**config.mk**
```make
export PLATFORM = sky130hd
export DESIGN_NAME = mem_port_arbiter_flat
export DESIGN_NICKNAME = d
export VERILOG_FILES = /design/src/rtl/mem_arb_pkg.sv /design/src/rtl/mem_port_arbiter_if.sv /design/src/rtl/mem_arb_starve_cnt.sv /design/src/rtl/mem_port_arbiter.sv /design/src/flat_wrapper.sv
export SDC_FILE = /design/constraint.sdc
export NUM_CORES = 1
export LEC_CHECK = 0
export ABC_AREA = 1
export BUFFER_PORTS_ARGS = -buffer_cell sky130_fd_sc_hd__buf_2
export CAP_MARGIN = 20
export CORE_AREA = 2 2 106 108
export CTS_BUF_LIST = sky130_fd_sc_hd__clkbuf_4 sky130_fd_sc_hd__clkbuf_8
export DETAILED_ROUTE_END_ITERATION = 10
export DIE_AREA = 0 0 108 110
export PLACE_DENSITY = 0.67
export SYNTH_ARGS = -nofsm -noshare
export SYNTH_HDL_FRONTEND = slang
export SYNTH_SLANG_ARGS = --single-unit
```
**constraint.sdc**
```tcl
create_clock -name clk -period 1.55 [get_ports clk]
set_clock_uncertainty 0.1 [all_clocks]
set_input_delay 0.31 -clock clk [delete_from_list [all_inputs] [get_ports clk]]
set_output_delay 0.31 -clock clk [all_outputs]
set_load 0.01 [all_outputs]
```
**src/rtl/mem_arb_pkg.sv**
```systemverilog
// Shared definitions for the memory port arbiter: response-owner encoding and default starvation limit.
// No logic; types and constants only.
// No flow control of its own.
package mem_arb_pkg;

   // Which channel owns the read data returning from memory next cycle.
   typedef enum logic [1:0] {
      OWN_NONE = 2'd0,
      OWN_IF   = 2'd1,
      OWN_DM   = 2'd2
   } owner_e;

   // Consecutive denied fetch cycles tolerated before fetch is forced through.
   localparam int STARVE_LIMIT_DEF = 4;

endpackage

```
**src/rtl/mem_port_arbiter_if.sv**
```systemverilog
// Bundle of fetch, data and memory-side signals around the memory port arbiter.
// Purely wiring; the arbiter side drives grants, responses and the memory command.
// Requesters hold req/address until gnt; no valid/ready beyond that.
interface mem_port_arbiter_if #(
   parameter int ADDR_W = 32,
   parameter int DATA_W = 32
);
   // fetch channel
   logic              if_req;
   logic [ADDR_W-1:0] if_addr;
   logic              if_gnt;
   logic              if_rvalid;
   logic [DATA_W-1:0] if_rdata;
   logic              if_flush;
   // data channel
   logic              dm_req;
   logic [3:0]        dm_wen;
   logic [ADDR_W-1:0] dm_addr;
   logic [DATA_W-1:0] dm_wdata;
   logic              dm_gnt;
   logic              dm_rvalid;
   logic [DATA_W-1:0] dm_rdata;
   // memory side
   logic              mem_en;
   logic [3:0]        mem_wen;
   logic [ADDR_W-1:0] mem_addr;
   logic [DATA_W-1:0] mem_wdata;
   logic [DATA_W-1:0] mem_rdata;

   // arbiter view
   modport slave (
      input  if_req, if_addr, if_flush,
      input  dm_req, dm_wen, dm_addr, dm_wdata,
      input  mem_rdata,
      output if_gnt, if_rvalid, if_rdata,
      output dm_gnt, dm_rvalid, dm_rdata,
      output mem_en, mem_wen, mem_addr, mem_wdata
   );

   // requester + memory view
   modport master (
      output if_req, if_addr, if_flush,
      output dm_req, dm_wen, dm_addr, dm_wdata,
      output mem_rdata,
      input  if_gnt, if_rvalid, if_rdata,
      input  dm_gnt, dm_rvalid, dm_rdata,
      input  mem_en, mem_wen, mem_addr, mem_wdata
   );
endinterface

```
**src/rtl/mem_arb_starve_cnt.sv**
```systemverilog
// Counts consecutive cycles the fetch channel is requesting but denied; flags starvation at the limit.
// starve is a registered-count compare, valid in the same cycle it is used.
// Flush cycles hold the count; any fetch grant or dropped request clears it.
module mem_arb_starve_cnt
   import mem_arb_pkg::*;
#(
   parameter int STARVE_LIMIT = STARVE_LIMIT_DEF
) (
   input  logic clk,
   input  logic resetn,
   input  logic if_req,
   input  logic if_gnt,
   input  logic if_flush,
   output logic starve
);

   localparam int CNT_W = $clog2(STARVE_LIMIT + 1);
   localparam logic [CNT_W-1:0] LIMIT = CNT_W'(STARVE_LIMIT);

   logic [CNT_W-1:0] cnt_q;
   logic [CNT_W-1:0] cnt_d;

   // Next count: clear on grant or idle, hold on flush, saturate at the limit.
   always_comb begin
      cnt_d = cnt_q;
      if (!if_req || if_gnt) begin
         cnt_d = '0;
      end else if (!if_flush && (cnt_q != LIMIT)) begin
         cnt_d = cnt_q + CNT_W'(1);
      end
   end

   // Count register.
   always_ff @(posedge clk or negedge resetn) begin
      if (!resetn) begin
         cnt_q <= '0;
      end else begin
         cnt_q <= cnt_d;
      end
   end

   assign starve = (cnt_q == LIMIT);

endmodule

```
**src/rtl/mem_port_arbiter.sv**
```systemverilog
// Arbitrates fetch (IF) and data (DM) requesters onto one single-port synchronous memory.
// Grant is combinational in the request cycle; read data returns one cycle later.
// Losing requester is simply not granted and must hold its request; optional MEM_ARB_STARVE_EN forces fetch after repeated denials.
module mem_port_arbiter
   import mem_arb_pkg::*;
#(
   parameter int ADDR_W       = 32,
   parameter int DATA_W       = 32,
   parameter int STARVE_LIMIT = STARVE_LIMIT_DEF
) (
   input  logic                clk,
   input  logic                resetn,
   mem_port_arbiter_if.slave   bus
);

   logic              if_req_v;
   logic              dm_req_v;
   logic              force_if;
   logic              if_gnt;
   logic              dm_gnt;
   logic              mem_en;
   logic [3:0]        mem_wen;
   logic [ADDR_W-1:0] mem_addr;
   logic [DATA_W-1:0] mem_wdata;

   owner_e            owner_q;
   owner_e            owner_d;
   logic              if_rvalid;
   logic              dm_rvalid;
   logic [DATA_W-1:0] if_rdata_q;
   logic [DATA_W-1:0] if_rdata_d;
   logic [DATA_W-1:0] dm_rdata_q;
   logic [DATA_W-1:0] dm_rdata_d;

`ifdef MEM_ARB_STARVE_EN
   logic starve;

   mem_arb_starve_cnt #(
      .STARVE_LIMIT (STARVE_LIMIT)
   ) u_starve_cnt (
      .clk      (clk),
      .resetn   (resetn),
      .if_req   (if_req_v),
      .if_gnt   (if_gnt),
      .if_flush (bus.if_flush),
      .starve   (starve)
   );

   assign force_if = starve;
`else
   // Fixed priority build: the limit parameter has no effect but stays referenced.
   logic unused_starve_cfg;
   assign unused_starve_cfg = (STARVE_LIMIT == 0);
   assign force_if = 1'b0;
`endif

   // Arbitration and memory command: dm wins unless fetch is being forced; reset masks everything.
   always_comb begin
      if_req_v  = bus.if_req & resetn;
      dm_req_v  = bus.dm_req & resetn;
      if_gnt    = if_req_v & ~bus.if_flush & (~dm_req_v | force_if);
      dm_gnt    = dm_req_v & ~if_gnt;
      mem_en    = if_gnt | dm_gnt;
      mem_wen   = 4'b0;
      mem_addr  = '0;
      mem_wdata = '0;
      if (dm_gnt) begin
         mem_wen   = bus.dm_wen;
         mem_addr  = bus.dm_addr;
         mem_wdata = bus.dm_wdata;
      end else if (if_gnt) begin
         mem_addr  = bus.if_addr;
      end
   end

   // Response owner for next cycle's read data; writes produce no response.
   always_comb begin
      owner_d = OWN_NONE;
      if (if_gnt) begin
         owner_d = OWN_IF;
      end else if (dm_gnt && (bus.dm_wen == 4'b0)) begin
         owner_d = OWN_DM;
      end
   end

   // Response steering; a flush kills the fetch response arriving this cycle, rdata holds otherwise.
   always_comb begin
      if_rvalid  = (owner_q == OWN_IF) & ~bus.if_flush;
      dm_rvalid  = (owner_q == OWN_DM);
      if_rdata_d = if_rvalid ? bus.mem_rdata : if_rdata_q;
      dm_rdata_d = dm_rvalid ? bus.mem_rdata : dm_rdata_q;
   end

   // Owner and last-delivered data registers; reset drops any in-flight response.
   always_ff @(posedge clk or negedge resetn) begin
      if (!resetn) begin
         owner_q    <= OWN_NONE;
         if_rdata_q <= '0;
         dm_rdata_q <= '0;
      end else begin
         owner_q    <= owner_d;
         if_rdata_q <= if_rdata_d;
         dm_rdata_q <= dm_rdata_d;
      end
   end

   assign bus.if_gnt    = if_gnt;
   assign bus.dm_gnt    = dm_gnt;
   assign bus.if_rvalid = if_rvalid;
   assign bus.dm_rvalid = dm_rvalid;
   assign bus.if_rdata  = if_rdata_d;
   assign bus.dm_rdata  = dm_rdata_d;
   assign bus.mem_en    = mem_en;
   assign bus.mem_wen   = mem_wen;
   assign bus.mem_addr  = mem_addr;
   assign bus.mem_wdata = mem_wdata;

endmodule

```
**src/flat_wrapper.sv**
```systemverilog
// flat-port wrapper written by rule: the top's interface ports become plain ports
module mem_port_arbiter_flat import mem_arb_pkg::*;
#(
   parameter int ADDR_W       = 32,
   parameter int DATA_W       = 32,
   parameter int STARVE_LIMIT = STARVE_LIMIT_DEF
)
  (clk, resetn, bus_if_req, bus_if_addr, bus_if_flush, bus_dm_req, bus_dm_wen, bus_dm_addr, bus_dm_wdata, bus_mem_rdata, bus_if_gnt, bus_if_rvalid, bus_if_rdata, bus_dm_gnt, bus_dm_rvalid, bus_dm_rdata, bus_mem_en, bus_mem_wen, bus_mem_addr, bus_mem_wdata);
  mem_port_arbiter_if #(.ADDR_W(ADDR_W), .DATA_W(DATA_W)) bus_i ();
  input  logic clk;
  input  logic resetn;
  input wire logic [$bits(bus_i.if_req)-1:0] bus_if_req;
  input wire logic [$bits(bus_i.if_addr)-1:0] bus_if_addr;
  input wire logic [$bits(bus_i.if_flush)-1:0] bus_if_flush;
  input wire logic [$bits(bus_i.dm_req)-1:0] bus_dm_req;
  input wire logic [$bits(bus_i.dm_wen)-1:0] bus_dm_wen;
  input wire logic [$bits(bus_i.dm_addr)-1:0] bus_dm_addr;
  input wire logic [$bits(bus_i.dm_wdata)-1:0] bus_dm_wdata;
  input wire logic [$bits(bus_i.mem_rdata)-1:0] bus_mem_rdata;
  output wire logic [$bits(bus_i.if_gnt)-1:0] bus_if_gnt;
  output wire logic [$bits(bus_i.if_rvalid)-1:0] bus_if_rvalid;
  output wire logic [$bits(bus_i.if_rdata)-1:0] bus_if_rdata;
  output wire logic [$bits(bus_i.dm_gnt)-1:0] bus_dm_gnt;
  output wire logic [$bits(bus_i.dm_rvalid)-1:0] bus_dm_rvalid;
  output wire logic [$bits(bus_i.dm_rdata)-1:0] bus_dm_rdata;
  output wire logic [$bits(bus_i.mem_en)-1:0] bus_mem_en;
  output wire logic [$bits(bus_i.mem_wen)-1:0] bus_mem_wen;
  output wire logic [$bits(bus_i.mem_addr)-1:0] bus_mem_addr;
  output wire logic [$bits(bus_i.mem_wdata)-1:0] bus_mem_wdata;
  assign bus_i.if_req = bus_if_req;
  assign bus_i.if_addr = bus_if_addr;
  assign bus_i.if_flush = bus_if_flush;
  assign bus_i.dm_req = bus_dm_req;
  assign bus_i.dm_wen = bus_dm_wen;
  assign bus_i.dm_addr = bus_dm_addr;
  assign bus_i.dm_wdata = bus_dm_wdata;
  assign bus_i.mem_rdata = bus_mem_rdata;
  assign bus_if_gnt = bus_i.if_gnt;
  assign bus_if_rvalid = bus_i.if_rvalid;
  assign bus_if_rdata = bus_i.if_rdata;
  assign bus_dm_gnt = bus_i.dm_gnt;
  assign bus_dm_rvalid = bus_i.dm_rvalid;
  assign bus_dm_rdata = bus_i.dm_rdata;
  assign bus_mem_en = bus_i.mem_en;
  assign bus_mem_wen = bus_i.mem_wen;
  assign bus_mem_addr = bus_i.mem_addr;
  assign bus_mem_wdata = bus_i.mem_wdata;
  mem_port_arbiter #(.ADDR_W(ADDR_W), .DATA_W(DATA_W), .STARVE_LIMIT(STARVE_LIMIT)) u_core (.clk(clk), .resetn(resetn), .bus(bus_i));
endmodule
```
==> results_dict.tcl, run 1 <==
set metrics [dict create \
    status "complete, but fails checks" \
    failed_checks "negative setup slack" \
    setup.worst_path.end_class "output pin" \
    finalCritPeriodShare 1.243 \
    global_route_wire_length_before_repair_mm 21.43 \
    drt-total-wl_mm 15.84 \
    grt_setup_unrepaired "yes" \
    timing.fmax_mhz 518.9 \
    num_io_pins 274 \
    category_of_the_critical_setup_timing_path "flop to output pin" \
    timing.critical_path.required_ns 1.14 \
    initialDrtViolationCount 397 \
    final-max-slew-violation-count 0 \
    timing.max_slew.rel_slack 0.5352 \
    simple_gate_portion_of_the_synthesized_area 0.4055 \
    n_antenna_cell 0 \
    post_route_cells_drive_above_1_share 0.6403 \
    antenna_found_initial 0 \
    area_growth_from_synthesis_to_final_layout_pct 112.2 \
    grt_ovf 0 \
    grt_pass1_vias 4113 \
    coreArea_um2 10700 \
    dominant_combinational_cell_family_by_area_after_synthesis "simple AND/OR/NAND/NOR gates" \
    count_of_distinct_cell_types_in_the_synthesized_netlist 16 \
    finalHoldWorstSlack_ns 0.02409 \
    finish.instance_area_um2 7096 \
    stdcell_count 963 \
    ir_drop_worst_case_vdd_uv 516.1 \
    final_util 0.6633 \
    maximum_number_of_pins_on_one_net_before_global_route_repair 56 \
    crit_path_start_kind "flop" \
    clkTransAtPathRegs_ns 0.07 \
    net_switching_mw 2.199 \
    regToRegSetupSlack_ns -0.18 \
    r2r_end "u_core.dm_rdata_q[2]$_DFF_PN0_" \
    dpl-instance-area_um2 5185 \
    timing_worst_slew_pin_value_ns 0.6972 \
    clock_tree_from_tritoncts "done" \
    final_net_count 957 \
    commonest_non_fill_non_tap_cells_in_the_layout "buf_2, nand2_1, buf_6" \
    wl_per_cell_um 16.45 \
    filler_instances 839 \
    initial_core_util 0.3126 \
    placedCellCount 905 \
    routed-via-count 4473 \
    area_fraction_in_compound_gates_after_synthesis 0 \
    ant_nets 0 \
    rows 38 \
    syn_nets 608 \
    detailed_place_hpwl_mm 9.986 \
    gpl.final_weighted_congestion 0.8463 \
    synth-warning-count 0 \
    synth.largest_area_cell "dfrtp_1" \
    yosys.area_share.adder 0 \
    synth.ff_latch_count 66 \
    portBuffers 273 \
    netSwitchingFraction 0.3292 \
    cts_buffer_depth 2 \
    fp.dieArea_um2 11880 \
    drt_pass1_iterations 6 \
    timing.final.setup_violations 89 \
    reported_max_cap_violation_count 0 \
    syn-mean-instance-area_um2 7.101 \
    leakage_power_of_the_design_nw 4.094 \
    clock_root_buffer "clkbuf_8" \
    share_clk_of_total_power 0.204 \
    power_density_nw_per_um2 941.5 \
    combPwrFrac 0.456 \
    critical_path_peak_fanout 17 \
    h-tree-depth 3 \
    final_hold_viol_count 0 \
    final.min_clock_period_ns 1.927 \
    yosys.area.top_type_share 0.4938 \
    synth-xor-area-share 0 \
    vias_per_cell 4.645 \
    numCtsBuffers 9 \
    setup_slack_ns -0.3770 \
    drc_errors 0 \
    r2r_start "u_core.owner_q[0]$_DFF_PN0_" \
    layout_commonest_cell "buf_2" \
    clock_latency_ns 0.33 \
    synth.area.mux_share 0 \
    synthesis.instances 471 \
    global_route.usage.total 0.2376 \
    die_x_um 108 \
    cp_data_arrival_time_ns 1.52 \
    die_height_um 110 \
    internal_power_mw 4.481 \
    synth-seq-area-share 0.4938 \
    syn_area_um2 3344 \
    seq_power_share 0.340 \
    reg2regPathDepth 11 \
    hold_class "primary input to asynchronous set/reset pin" \
    clock-sinks 66 \
    synth_area_leaders "dfrtp_1, nand2_1, nand3_1" \
]
-- routing by layer --
metal | up-vias | GRT usage | routed length [um]
met2 | 216 | 0.4551 | 9053
met4 | 0 | 0.06502 | 238
met3 | 16 | 0.05291 | 1082
met5 | - | 0 | 0
li1 | 2117 | - | -
met1 | 2124 | 0.2643 | 5467
-- layout make-up --
class                           count  area (um2)  share of cell area
Inverter                           42       172.7             0.02433
Timing Repair Buffer              367        2789              0.3931
Multi-Input combinational cell    334        2128              0.2999
Tap cell                          140       175.2             0.02469
Clock buffer                       10       131.4             0.01852
Sequential cell                    66        1654              0.2331
Clock inverter                      4       45.04            0.006348
-- flip-flops by register name, indices dropped and copies added (netlist names) --
register	count
u_core.if_rdata_q	32
u_core.owner_q	2
u_core.dm_rdata_q	32
-- cell families after synthesis --
family	Yosys count
flip-flops	66
AND/OR/NAND/NOR	334
buffers and inverters	71
-- cell usage after synthesis (all sizes together) --
library cell	number
nand2	229
dfrtp	66
nand3	64
inv	42
nor2	40
buf	25
clkbuf	4
nand4	1
-- worst max-delay path, stage by stage, from the launching register on --
cell and delay, ns:
dfrtp_2 0.44, nor2_4 0.17, nand2_4 0.11, buf_12 0.17
nand2_1 0.09, nand2_2 0.06, buf_2 0.14
-- repair_timing --
action,CTS,global route
hold endpoints to repair,11,0
cloned,6,2
resized for setup,142,167
buffers inserted,22,15
endpoints found under the setup margin,100,98
pin swaps,16,41
hold buffers,1,0
-- power by group through the flow --
stage                     clock (mW)  combinational, mW  sequential [mW]
after detailed placement           0               1.88             2.21
final                           1.37               3.05             2.27
after CTS                       1.38               2.52             2.23
after global placement             0               1.86             2.20
after global routing            1.49               3.27             2.30
after floorplan                    0              0.793             2.19
-- worst max path at each step --
stage / startpoint / to / slack, ns
after floorplan: u_core.owner_q[0]$_DFF_PN0_ / bus_dm_rdata[22] / 0.17
after global placement: resetn / bus_mem_addr[15] / -0.12
after detailed placement: resetn / bus_mem_addr[15] / -0.15
after CTS: u_core.owner_q[1]$_DFF_PN0_ / bus_if_rdata[16] / -0.35
after global routing: u_core.owner_q[1]$_DFF_PN0_ / bus_if_rdata[1] / -0.45
final: u_core.owner_q[1]$_DFF_PN0_ / bus_if_rdata[10] / -0.38
-- stage by stage --
step	TNS (ns)	setup slack, ns	power [mW]
floorplan	0	0.1748	2.987
global placement	-1.237	-0.1238	4.069
detailed placement	-2.372	-0.1550	4.093
CTS	-20.40	-0.3478	6.130
global route	-27.39	-0.4469	7.047
finish	-21.93	-0.3770	6.680
Power figures use the tool's default switching activity.
==> run 2: changes to the inputs <==
- clock period: 1.55 -> 2.4 ns (I/O delays scaled with it)
==> run 2 against run 1 <==
Compared with the run above: the run now ends clean; clock-buffer cell count up 2; core utilization down 19 points; non-clock buffer count down 80; via count down 14%; cell area down 28%; critical path depth unchanged; cell count down 8.1%; total power down 46%; combinational power down 66%; routed wire length down 23%; sequential share of layout area up 9.1 points; register-to-register slack better by 1.2 ns; highest routed layer unchanged.
==> results_dict.tcl, run 2 (synthesis results as in run 1) <==
set metrics [dict create \
    status "completed" \
    combPwrFrac 0.287 \
    dp_worst_setup_slack_ns 0.2099 \
    finalCritPeriodShare 0.9544 \
    post_route_cells_drive_above_1_share 0.4134 \
    finalHoldWorstSlack_ns 0.1908 \
    wl_per_cell_um 13.85 \
    drt_pass1_iterations 4 \
    clock-sinks 66 \
    num_io_pins 274 \
    cts_buffer_depth 2 \
    filler_instances 1094 \
    antenna_found_initial 0 \
    portBuffers 273 \
    reported_max_cap_violation_count 0 \
    setup_slack_ns 0.1093 \
    final_net_count 877 \
    postCtsSetupRepairBufs 0 \
    final_hold_viol_count 0 \
    leakage_power_of_the_design_nw 3.289 \
    initial_core_util 0.3126 \
    setup.worst_path.end_class "output pin" \
    die_height_um 110 \
    hold_class "primary input to asynchronous set/reset pin" \
    timing.fmax_mhz 436.6 \
    fp.dieArea_um2 11880 \
    internal_power_mw 2.523 \
    detailed_place_hpwl_mm 9.802 \
    layout_top_registers "u_core.dm_rdata_q (32), u_core.if_rdata_q (32), u_core.owner_q (2)" \
    timing.critical_path.required_ns 1.82 \
    fin_setup_tns_ns 0 \
    vias_per_cell 4.354 \
    drc_errors 0 \
    final.min_clock_period_ns 2.291 \
    timing_worst_slew_pin_value_ns 0.6784 \
    clock_tree_from_tritoncts "done" \
    grt_pass1_vias 3466 \
    n_antenna_cell 0 \
    h-tree-depth 3 \
    ff_latch_area_um2 1652 \
    multi_input_area_um2 1356 \
    clock_latency_ns 0.34 \
    final-max-slew-violation-count 0 \
    power_mw 3.622 \
    numCtsBuffers 9 \
    critical_path_peak_fanout 33 \
    ant_nets 0 \
    commonest_non_fill_non_tap_cells_in_the_layout "buf_2, nand2_1, dfrtp_1" \
    initialDrtViolationCount 274 \
    clock_root_buffer "clkbuf_8" \
    drt-total-wl_mm 12.26 \
    ir_drop_worst_case_vdd_uv 322.9 \
    routed-via-count 3853 \
    category_of_the_critical_setup_timing_path "flop to output pin" \
    maximum_number_of_pins_on_one_net_before_global_route_repair 56 \
    netSwitchingFraction 0.3034 \
    die_x_um 108 \
    power_density_nw_per_um2 711.5 \
    regToRegSetupSlack_ns 1.01 \
    gpl.final_weighted_congestion 0.8357 \
    area_growth_from_synthesis_to_final_layout_pct 52.19 \
    timing.max_slew.rel_slack 0.5477 \
    timing.final.setup_violations 0 \
    crit_path_start_kind "flop" \
    global_route.usage.total 0.1992 \
    clkTransAtPathRegs_ns 0.07 \
    share_clk_of_total_power 0.324 \
    rows 38 \
    seq_power_share 0.389 \
    grt_setup_unrepaired "no" \
    grt_ovf 0 \
    cp_data_arrival_time_ns 1.71 \
    global_route_wire_length_before_repair_mm 17.88 \
    net_switching_mw 1.099 \
    coreArea_um2 10700 \
    layout_commonest_cell "buf_2" \
]
[run 2: final cells by class]
type                            instances  area share
Clock buffer                           12     0.03122
Clock inverter                          4     0.01917
Inverter                               42     0.03147
Multi-Input combinational cell        334      0.2665
Sequential cell                        66      0.3245
Tap cell                              140     0.03441
Timing Repair Buffer                  287      0.2928
[run 2: worst paths after layout]
| path | startpoint | endpoint | cells after the start |
|---|---|---|---|
| min in group clk | bus_mem_rdata[25] | u_core.dm_rdata_q[25]$_DFF_PN0_ | 3 |
| max | u_core.owner_q[0]$_DFF_PN0_ | bus_dm_rdata[0] | 6 |
| max reg2reg | u_core.owner_q[0]$_DFF_PN0_ | u_core.dm_rdata_q[0]$_DFF_PN0_ | 5 |
| max in group asynchronous | resetn | u_core.dm_rdata_q[8]$_DFF_PN0_ | 3 |
| min | resetn | u_core.if_rdata_q[10]$_DFF_PN0_ | 2 |
| min reg2reg | u_core.if_rdata_q[17]$_DFF_PN0_ | u_core.if_rdata_q[17]$_DFF_PN0_ | 2 |
[run 2: routing by layer]
metal,GRT usage,part of all wire,vias up
li1,-,-,1970
met1,0.2379,0.39,1700
met2,0.3482,0.51,168
met3,0.04644,0.085,15
met4,0.07875,0.017,0
met5,0,0,-
[run 2: repair_timing]
| action | 4_1_cts | 5_1_grt |
|---|---|---|
| hold endpoints to repair | 11 | 0 |
| hold buffers | 1 | 0 |
| gates resized for setup | 0 | 1 |
| endpoints found under the setup margin | 0 | 1 |
[run 2: through the flow]
stage            util  instance area, um2  instances
3_5_place_dp   0.4505                4820        868
3_3_place_gp   0.4505                4820        868
5_1_grt        0.4758                5090        885
2_1_floorplan       -                3344        471
6_report       0.4758                5090        885
4_1_cts        0.4754                5086        885
[run 2: power by group through the flow]
stage / Combinational [mW] / Sequential [mW] / Clock (mW)
final: 1.04 / 1.41 / 1.17
after global routing: 1.16 / 1.43 / 1.24
after CTS: 1.05 / 1.41 / 1.21
after detailed placement: 1.05 / 1.43 / 0
after global placement: 1.04 / 1.43 / 0
after floorplan: 0.512 / 1.42 / 0
[run 2: worst max-delay path: stages (launching register included)]
cell,delay [ns]
dfrtp_1,0.46
inv_2,0.10
nand2_4,0.09
inv_4,0.31
nand2_1,0.09
nand2_1,0.15
buf_2,0.16
